$ cat config.mk
export PLATFORM = sky130hd
export DESIGN_NAME = motion_estimator_flat
export DESIGN_NICKNAME = d
export VERILOG_FILES = /design/src/rtl/motion_estimator_if.sv /design/src/rtl/motion_estimator.sv /design/src/flat_wrapper.sv
export SDC_FILE = /design/constraint.sdc
export NUM_CORES = 2
export LEC_CHECK = 0
export ABC_AREA = 1
export CAP_MARGIN = 20
export CORE_MARGIN = 2
export CORE_UTILIZATION = 25
export DETAILED_ROUTE_END_ITERATION = 7
export GPL_ROUTABILITY_DRIVEN = 1
export MAX_ROUTING_LAYER = met4
export SLEW_MARGIN = 20
export SYNTH_ARGS = -nofsm -noshare
export SYNTH_HDL_FRONTEND = slang
export SYNTH_SLANG_ARGS = --single-unit
$ cat constraint.sdc
create_clock -name clock -period 16.4 [get_ports clock]
set_input_delay 3.28 -clock clock [delete_from_list [all_inputs] [get_ports clock]]
set_output_delay 3.28 -clock clock [all_outputs]
set_load 0.005 [all_outputs]
$ cat src/rtl/motion_estimator_if.sv
// Bus between the motion estimator and its surroundings: start/done control,
// the three combinational memory read ports, the result vector and FSM state.
//
// Handshake: start is a level request sampled while idle; done is a level that
// stays high, with motionx/motiony valid, until start has been seen low.
// Memory ports have no handshake: data must follow its address in the same cycle.
interface motion_estimator_if;
   logic       start;
   logic [7:0] R;
   logic [7:0] s1;
   logic [7:0] s2;
   logic [7:0] AddressR;
   logic [9:0] AddressS1;
   logic [9:0] AddressS2;
   logic [3:0] motionx;
   logic [3:0] motiony;
   logic       done;
   logic [1:0] state_dbg;

   modport master (
      output start, R, s1, s2,
      input  AddressR, AddressS1, AddressS2, motionx, motiony, done, state_dbg
   );

   modport slave (
      input  start, R, s1, s2,
      output AddressR, AddressS1, AddressS2, motionx, motiony, done, state_dbg
   );
endinterface

$ cat src/rtl/motion_estimator.sv
// Full-search block matcher: 16x16 reference block against a 31x31 window.
// Sixteen PEs, PE k owning ox=k. The reference pixel stream is delayed k cycles
// into PE k, so all PEs consume the same window row position each cycle: s1
// supplies the current row (PEs with col >= k) and s2 the row 16 pixels earlier
// (PEs still finishing the previous reference row). The global pixel index runs
// continuously across all 16 oy values, so PEs finish in raster order, one per
// cycle, and a single strict-less-than comparator gives first-in-raster ties.
module motion_estimator (
   input logic            clock,
   input logic            reset_n,
   motion_estimator_if.slave bus
);

   typedef enum logic [1:0] {IDLE = 2'd0, COMPUTE = 2'd1, FLUSH = 2'd2, DONE = 2'd3} state_t;

   // Index 4095 (last pixel of oy=15) reaches PE 15 fifteen cycles late.
   localparam logic [12:0] LAST_T = 13'd4110;

   state_t      state, state_n;
   logic [12:0] t_cnt;
   logic [7:0]  r_sr [0:14];
   logic [15:0] sad_next [0:15];
   logic [3:0]  pe_oy [0:15];
   logic [15:0] pe_last;
   logic [3:0]  c;
   logic [4:0]  row1, row2;
   logic [7:0]  p_hi;
   logic        cand_hit, cand_valid, take;
   logic [15:0] cand_sad_n, cand_sad, best_sad;
   logic [3:0]  cand_ox_n, cand_oy_n, cand_ox, cand_oy, best_ox, best_oy;
   logic [3:0]  best_ox_n, best_oy_n;
   logic [3:0]  motionx_q, motiony_q;

   // State register.
   always_ff @(posedge clock or negedge reset_n) begin
      if (!reset_n) state <= IDLE;
      else          state <= state_n;
   end

   // Next-state logic; start is ignored outside IDLE and DONE.
   always_comb begin
      state_n = state;
      case (state)
         IDLE:    if (bus.start) state_n = COMPUTE;
         COMPUTE: if (t_cnt == LAST_T) state_n = FLUSH;
         FLUSH:   state_n = DONE;
         DONE:    if (!bus.start) state_n = IDLE;
         default: state_n = IDLE;
      endcase
   end

   // Global pixel index: oy in [11:8], ref row in [7:4], ref col in [3:0].
   always_ff @(posedge clock or negedge reset_n) begin
      if (!reset_n)                                 t_cnt <= '0;
      else if (state == IDLE)                       t_cnt <= '0;
      else if (state == COMPUTE && t_cnt != LAST_T) t_cnt <= t_cnt + 13'd1;
   end

   // Address generation; s2 points at the window row of pixel index t-16.
   always_comb begin
      c    = t_cnt[3:0];
      row1 = {1'b0, t_cnt[7:4]} + {1'b0, t_cnt[11:8]};
      p_hi = t_cnt[11:4] - 8'd1;
      row2 = {1'b0, p_hi[3:0]} + {1'b0, p_hi[7:4]};
      bus.AddressR  = '0;
      bus.AddressS1 = '0;
      bus.AddressS2 = '0;
      if (state == COMPUTE) begin
         bus.AddressR  = t_cnt[7:0];
         bus.AddressS1 = {5'd0, row1} * 10'd31 + {6'd0, c};
         // Column 31 would be outside the window; no PE uses s2 when c=15.
         if (c != 4'd15) bus.AddressS2 = {5'd0, row2} * 10'd31 + {6'd0, c} + 10'd16;
      end
   end

   // Reference pixel delay line feeding PE k with the pixel read k cycles ago.
   always_ff @(posedge clock or negedge reset_n) begin
      if (!reset_n) begin
         for (int i = 0; i < 15; i++) r_sr[i] <= '0;
      end else begin
         r_sr[0] <= bus.R;
         for (int i = 1; i < 15; i++) r_sr[i] <= r_sr[i-1];
      end
   end

   for (genvar k = 0; k < 16; k++) begin : g_pe
      logic [12:0] tk;
      logic [7:0]  r_pix, s_pix, ad;
      logic [15:0] acc;
      logic        valid;

      // tk is the pixel index this PE works on; bit 12 flags before-start or past-end.
      assign tk    = t_cnt - 13'(k);
      assign valid = (state == COMPUTE) && !tk[12];

      if (k == 0) begin : g_first
         assign r_pix = bus.R;
         assign s_pix = bus.s1;
      end else begin : g_rest
         assign r_pix = r_sr[k-1];
         assign s_pix = (c >= 4'(k)) ? bus.s1 : bus.s2;
      end

      assign ad          = (r_pix >= s_pix) ? r_pix - s_pix : s_pix - r_pix;
      assign sad_next[k] = acc + {8'd0, ad};
      assign pe_last[k]  = valid && (tk[7:0] == 8'hFF);
      assign pe_oy[k]    = tk[11:8];

      // SAD accumulator; restarts after the last pixel of each oy.
      always_ff @(posedge clock or negedge reset_n) begin
         if (!reset_n)           acc <= '0;
         else if (state == IDLE) acc <= '0;
         else if (valid)         acc <= pe_last[k] ? 16'd0 : sad_next[k];
      end
   end

   // Pick the single PE that completes a candidate this cycle.
   always_comb begin
      cand_hit   = 1'b0;
      cand_sad_n = '0;
      cand_ox_n  = '0;
      cand_oy_n  = '0;
      for (int k = 0; k < 16; k++) begin
         if (pe_last[k]) begin
            cand_hit   = 1'b1;
            cand_sad_n = sad_next[k];
            cand_ox_n  = 4'(k);
            cand_oy_n  = pe_oy[k];
         end
      end
   end

   // Candidate register between the PEs and the comparator.
   always_ff @(posedge clock or negedge reset_n) begin
      if (!reset_n) begin
         cand_valid <= 1'b0;
         cand_sad   <= '0;
         cand_ox    <= '0;
         cand_oy    <= '0;
      end else begin
         cand_valid <= cand_hit;
         cand_sad   <= cand_sad_n;
         cand_ox    <= cand_ox_n;
         cand_oy    <= cand_oy_n;
      end
   end

   // Strict less-than keeps the earlier raster position on ties.
   always_comb begin
      take      = cand_valid && (cand_sad < best_sad);
      best_ox_n = take ? cand_ox : best_ox;
      best_oy_n = take ? cand_oy : best_oy;
   end

   // Running best; cleared when a new search is launched.
   always_ff @(posedge clock or negedge reset_n) begin
      if (!reset_n) begin
         best_sad <= 16'hFFFF;
         best_ox  <= '0;
         best_oy  <= '0;
      end else if (state == IDLE && bus.start) begin
         best_sad <= 16'hFFFF;
         best_ox  <= '0;
         best_oy  <= '0;
      end else if (take) begin
         best_sad <= cand_sad;
         best_ox  <= cand_ox;
         best_oy  <= cand_oy;
      end
   end

   // Result vector loaded only on the way into DONE; offset-8 is an MSB flip.
   always_ff @(posedge clock or negedge reset_n) begin
      if (!reset_n) begin
         motionx_q <= '0;
         motiony_q <= '0;
      end else if (state == FLUSH) begin
         motionx_q <= best_ox_n ^ 4'h8;
         motiony_q <= best_oy_n ^ 4'h8;
      end
   end

   assign bus.motionx   = motionx_q;
   assign bus.motiony   = motiony_q;
   assign bus.done      = (state == DONE);
   assign bus.state_dbg = state;

endmodule

$ cat src/flat_wrapper.sv
// flat-port wrapper written by rule: the top's interface ports become plain ports
module motion_estimator_flat 
  (clock, reset_n, bus_start, bus_R, bus_s1, bus_s2, bus_AddressR, bus_AddressS1, bus_AddressS2, bus_motionx, bus_motiony, bus_done, bus_state_dbg);
  motion_estimator_if bus_i ();
  input logic clock;
  input logic reset_n;
  input wire logic [$bits(bus_i.start)-1:0] bus_start;
  input wire logic [$bits(bus_i.R)-1:0] bus_R;
  input wire logic [$bits(bus_i.s1)-1:0] bus_s1;
  input wire logic [$bits(bus_i.s2)-1:0] bus_s2;
  output wire logic [$bits(bus_i.AddressR)-1:0] bus_AddressR;
  output wire logic [$bits(bus_i.AddressS1)-1:0] bus_AddressS1;
  output wire logic [$bits(bus_i.AddressS2)-1:0] bus_AddressS2;
  output wire logic [$bits(bus_i.motionx)-1:0] bus_motionx;
  output wire logic [$bits(bus_i.motiony)-1:0] bus_motiony;
  output wire logic [$bits(bus_i.done)-1:0] bus_done;
  output wire logic [$bits(bus_i.state_dbg)-1:0] bus_state_dbg;
  assign bus_i.start = bus_start;
  assign bus_i.R = bus_R;
  assign bus_i.s1 = bus_s1;
  assign bus_i.s2 = bus_s2;
  assign bus_AddressR = bus_i.AddressR;
  assign bus_AddressS1 = bus_i.AddressS1;
  assign bus_AddressS2 = bus_i.AddressS2;
  assign bus_motionx = bus_i.motionx;
  assign bus_motiony = bus_i.motiony;
  assign bus_done = bus_i.done;
  assign bus_state_dbg = bus_i.state_dbg;
  motion_estimator u_core (.clock(clock), .reset_n(reset_n), .bus(bus_i));
endmodule
# Word-level counts from Yosys, hierarchy flattened

Cells that the tools add are included.

Bits in registers: 448
Word-level logic and storage cells: 402
Input bits: 27
Output and inout port bits: 39

Bitwise gates (word level): 2
Muxes and demuxes: 158
Multiply operators: 2
Order comparisons: 32
Add/subtract/negate cells: 70
Equal/unequal tests: 25
Reduce and logical (&&, ||, !) cells: 71

Operators by type and width:

| cell                                                                                | number |
|---|---|
| 16-bit two-way mux                                                                  | 66 |
| 16-bit by 8-bit adder with 16-bit output                                            | 16 |
| 8-bit two-way mux                                                                   | 32 |
| 8-bit subtractor                                                                    | 32 |
| 8-bit == test, second input constant                                                | 16 |
| 8-bit greater-or-equal comparator                                                   | 16 |
| 4-bit two-way mux                                                                   | 28 |
| 13-bit by 4-bit subtractor with 13-bit output, second input constant                | 8 |
| 13-bit by 3-bit subtractor with 13-bit output, second input constant                | 4 |
| 2-bit nonzero test                                                                  | 18 |
| 1-bit logical AND                                                                   | 35 |
| 4-bit greater-or-equal comparator, second input constant                            | 8 |
| 10-bit two-way mux                                                                  | 3 |
| 13-bit two-way mux                                                                  | 2 |
| 13-bit by 2-bit subtractor with 13-bit output, second input constant                | 2 |
| 10-bit by 4-bit adder with 10-bit output                                            | 2 |
| 5-bit by 5-bit multiplier with 10-bit output, second input constant                 | 2 |
| 1-bit two-way mux                                                                   | 17 |
| 4-bit by 3-bit greater-or-equal comparator with 1-bit output, second input constant | 4 |
| 1-bit zero test                                                                     | 16 |
| 16-bit less-than comparator                                                         | 1 |
| 13-bit by 1-bit adder with 13-bit output, second input constant                     | 1 |
| 13-bit == test, second input constant                                               | 1 |
| 13-bit inequality test, second input constant                                       | 1 |
| other kinds (17)                                                                    | 29 |

# Logic depth before layout (Yosys ltp)

Depth after elaboration: 20
Depth in mapped cells: 47
Depth with buffers taken out: 45

# Worst setup path after synthesis

Ideal clock, no wire load.

Kind: register to output
Start point: register u_core.t_cnt[4]
End point: output bus_AddressS2[9]
Cell stages (with the launch flop): 33
Arrival time: 5.579 ns
Required time: 13.120 ns
Path slack: 7.541 ns
Path buffers: 4
Cells stage by stage: dfrtp_1 > buf_2 > clkinv_1 > buf_2 > ha_1 > buf_4 > nand2_4 > clkbuf_1 > nand2_1 > nand2_1 > inv_1 > ha_1 > fa_1 > xor2_1 > inv_1 > fa_1 > inv_1 > fa_1 > inv_1 > fa_1 > inv_1 > ha_1 > inv_1 > nor2_1 > nor2_1 > nor2_1 > nor2_1 > inv_1 > nand2_1 > nand2_1 > a21oi_1 > xor2_1 > nor2_1

Cells in the longest elaborated chain, start to end: 7

RTL lines:

| what                                         | RTL line               | RTL |
|---|---|---|
| from (decl)                                  | motion_estimator.sv:20 | `logic [12:0] t_cnt;` |
| from (signal assigned)                       | motion_estimator.sv:56 | `else if (state == COMPUTE && t_cnt != LAST_T) t_cnt <= t_cnt + 13'd1;` |
| 8-bit by 1-bit subtractor with 8-bit output  | motion_estimator.sv:63 | `p_hi = t_cnt[11:4] - 8'd1;` |
| 4-bit by 4-bit adder with 5-bit output       | motion_estimator.sv:64 | `row2 = {1'b0, p_hi[3:0]} + {1'b0, p_hi[7:4]};` |
| 5-bit by 5-bit multiplier with 10-bit output | motion_estimator.sv:72 | `if (c != 4'd15) bus.AddressS2 = {5'd0, row2} * 10'd31 + {6'd0, c} + 10'd16;` |
| 10-bit by 4-bit adder with 10-bit output     | motion_estimator.sv:72 |  |
| 10-bit by 5-bit adder with 10-bit output     | motion_estimator.sv:72 |  |
| 10-bit two-way mux                           | motion_estimator.sv:72 |  |
| 10-bit two-way mux                           | motion_estimator.sv:68 | `if (state == COMPUTE) begin` |
| to (decl)                                    | flat_wrapper.sv:13     | `output wire logic [$bits(bus_i.AddressS2)-1:0] bus_AddressS2;` |

No other way between the ends.

# Final worst setup path

Start point: register u_core.t_cnt[5]
End point: output bus_AddressS2[9]

The elaborated chain is that of the path after synthesis.

==> results.py <==
metrics = {
    "sta": {
        "fmax_ghz": 0.0901,
        "tightestPinTransition_ps": 1180,
        "final_max_slew_viol_count": 0,
        "fin_ws_ps": 5300,
        "final.setup.tns_ps": 0,
        "fin_crit_ps": 11100,
        "fin_crit_sh_pct": 67.7,
        "hold_viol": 0,
        "rsz0062_at_grt": "false",
        "max_slew_margin_pct": 20.5,
        "setup_viol": 0,
        "finClkSkew_ps": 20.4,
    },
    "power": {
        "ir_drop_v": 0.000155,
        "p_sw_share_pct": 45.6,
        "powerDensity_nw_per_um2": 101,
        "p_leak_nw": 23.3,
        "p_switching_mw": 2.16,
        "p_clk_share_pct": 25.7,
        "seq_power_share_pct": 26.0,
        "combPwrFrac_pct": 48.3,
        "p_int_mw": 2.58,
        "power_mw": 4.74,
    },
    "floorplanning": {
        "die_area_sq_um": 172000,
        "die_w_microns": 415,
        "io_pins": 66,
        "core_sq_um": 167000,
        "start_util_pct": 25.2,
        "die_h_microns": 415,
        "num_rows": 150,
    },
    "detailed_routing": {
        "wl_microns": 142000,
        "drtIter0Drc": 3241,
        "drtAntennaViolNets": 0,
        "vias_per_cell": 4.82,
        "drc_errors": 0,
        "routed-via-count": 39015,
        "wire_per_inst_microns": 17.5,
        "dr.pass1.iters": 8,
    },
    "critical_path": {
        "cp_data_required_time_ps": 13120,
        "crit_start": "u_core.t_cnt[5]",
        "crit_fanout": 19,
        "worstSetupEndpointType": "primary output",
        "r2r-end": "u_core.cand_sad[11]",
        "cpLargestDelayFamily": "adder cells",
        "reg2reg_setup_slack_ps": 7880,
        "worst_setup_path_start_kind": "flip-flop",
        "critPathArrivalTime_ps": 7820,
        "critPathMostFrequentCell": "nor2_1",
        "ff2ff_path_depth": 36,
        "reg2reg_from": "u_core.t_cnt[1]",
        "crit_path_top_delay_cell": "dfrtp_1",
        "max_stage_delay_ps": 780,
        "critPathBufInv": 6,
        "setup.worst_path.class": "reg -> out",
    },
    "placed_design": {
        "place_ws_ps": 5930,
        "placed_cells": 7998,
        "place.gp.congestion": 0.941,
        "dpl_cell_area_sq_um": 45100,
        "io_buffers": 65,
        "hpwlAfterDp_microns": 112000,
    },
    "layout": {
        "drive_gt1_share_pct": 4.02,
        "fillers": 18181,
        "multi_input_area_sq_um": 26400,
        "mostFrequentLayoutCells": "nand2_1, inv_1, o21ai_0, ha_1, dfrtp_1",
        "finalNetCount": 6417,
        "area_delta_synth_final_pct": 11.1,
        "layout_commonest_cell": "nand2_1",
        "final_cell_count_no_fill": 8095,
        "stdcell_area_sq_um": 46800,
        "seqCellArea_sq_um": 11200,
    },
    "grt": {
        "grt_overflow": 0,
        "grt_use_total_pct": 16.5,
        "first_global_vias": 37941,
        "grt_max_degree": 156,
        "grt_pass1_wl_microns": 219000,
        "antenna_found_initial": 3,
    },
    "clock_tree": {
        "cts_setup_buffers": 0,
        "cts_resized": 0,
        "cts_sinks": 448,
        "tritoncts": "built",
        "hold_buffers": 0,
        "cts_buffers": 52,
        "insertion_delay_ps": 650,
        "h-tree-depth": 2,
        "cts-root-buf": "clkbuf_16",
        "path_clk_slew_ps": 60,
        "clockBufferDepth": 3,
    },
    "synthesis": {
        "synth.distinct_cells": 67,
        "synth_edf_count": 0,
        "synthFlopType": "dfrtp_1",
        "synth-async-reset-ratio_pct": 100,
        "yosysWarnings": 0,
        "syn_inst": 5855,
        "synth_fp_nets": 6423,
        "synth_area_per_cell_sq_um": 7.20,
        "synth_seq_cells": 448,
        "ys_seq_area_share_pct": 26.6,
        "syn_area_sq_um": 42100,
    },
    "hold_path": {
        "hp-start": "u_core.g_pe[7].r_pix[7]",
        "hold_depth": 0,
        "hold_path_end": "u_core.g_pe[8].r_pix[7]",
        "hp-class": "reg -> reg",
    },
    "outcome": {
        "status": "complete, no violations",
    },
    "run": {
        "drv_cap": 0,
    },
}
## how the worst max path moves through the flow
| stage | end | cells past startpoint | slack (ps) |
|---|---|---|---|
| floorplan | bus_AddressS2[9] | 32 | 7540 |
| global placement | bus_AddressS2[9] | 30 | 5890 |
| detailed placement | bus_AddressS2[9] | 30 | 5930 |
| CTS | bus_AddressS2[9] | 30 | 5220 |
| global route | bus_AddressS2[9] | 30 | 4690 |
| finish | bus_AddressS2[9] | 30 | 5300 |
## power groups by stage
stage                     registers [mW]  clock network, mW  logic (mW)
after floorplan                     1.23                  0        1.53
after global placement              1.25                  0        2.25
after detailed placement            1.25                  0        2.27
after CTS                           1.23               1.25        2.28
after global routing                1.24               1.29        2.52
final                               1.23               1.22        2.29
## final cells by class
cell class                      count  share of cell area [%]
Multi-Input combinational cell   4231                    56.3
Sequential cell                   448                    24.0
Inverter                         1015                    8.15
Tap cell                         2204                    5.89
Clock buffer                       81                    3.42
Timing Repair Buffer              101                    2.02
Clock inverter                     13                   0.272
Antenna cell                        2                  0.0107
## worst reg2reg max path, delay by kind of cell, from the launching register on
kind            cells  cell delay, ps
simple gates       20            2730
fa+ha+maj           4            1840
compound gates      5            1240
buf+inv             4             820
flops               1             770
xor+xnor            2             690
mux                 1             330
## through the flow
step	hold slack [ps]	utilization (%)
floorplan	360	-
global placement	370	27.0
detailed placement	373	27.0
CTS	386	28.0
global route	392	28.0
finish	386	28.0
## synthesized netlist by cell type (32+ instances only)
cell      count  area share, %
nand2_1    1196             11
o22ai_1     151            2.2
dfrtp_1     432             26
buf_2        32           0.38
inv_1       977            8.7
mux2i_1      37           0.88
ha_1        467             14
xor2_1      247            5.1
xnor2_1      93            1.9
a21oi_1     361            4.3
nand3_1     312            3.7
o21ai_0     522            6.2
nand4_1      35           0.52
clkbuf_1     99           0.88
nor2_1      362            3.2
nor3_1       67           0.80
fa_1         74            3.5
## registers in the layout, summed over array words and instances, names as in the netlist, 4 cells and up
| name | cells |
|---|---|
| u_core.g_pe.acc | 256 |
| u_core.g_pe.r_pix | 120 |
| u_core.best_sad | 16 |
| u_core.cand_sad | 16 |
| u_core.t_cnt | 13 |
| u_core.best_ox | 4 |
| u_core.best_oy | 4 |
| u_core.bus.motionx | 4 |
| u_core.bus.motiony | 4 |
| u_core.cand_ox | 4 |
| u_core.cand_oy | 4 |
## routing by layer
metal | GRT usage (%) | wire (microns) | vias to the layer above
met5 | - | 0 | -
met4 | 4.92 | 4630 | 0
met3 | 1.82 | 7430 | 205
met2 | 26.8 | 66100 | 1087
met1 | 21.5 | 63900 | 18697
li1 | - | - | 19026
## kinds of logic (layout without fill, tap and decap cells)
| group | count (synthesis) | after routing | synth area share, % |
|---|---|---|---|
| AOI/OAI and AO/OA | 1238 | 1238 | 16.4 |
| DFF | 448 | 448 | 26.6 |
| muxes | 41 | 41 | 0.986 |
| other | 0 | 2 | 0 |
| and+or+nand+nor | 2071 | 2071 | 20.7 |
| buffers and inverters | 1176 | 1210 | 10.8 |
| adders and majority gates | 541 | 541 | 17.4 |
| xor gates and xnor gates | 340 | 340 | 7.07 |
No activity file was read; power rests on OpenSTA's default activity.
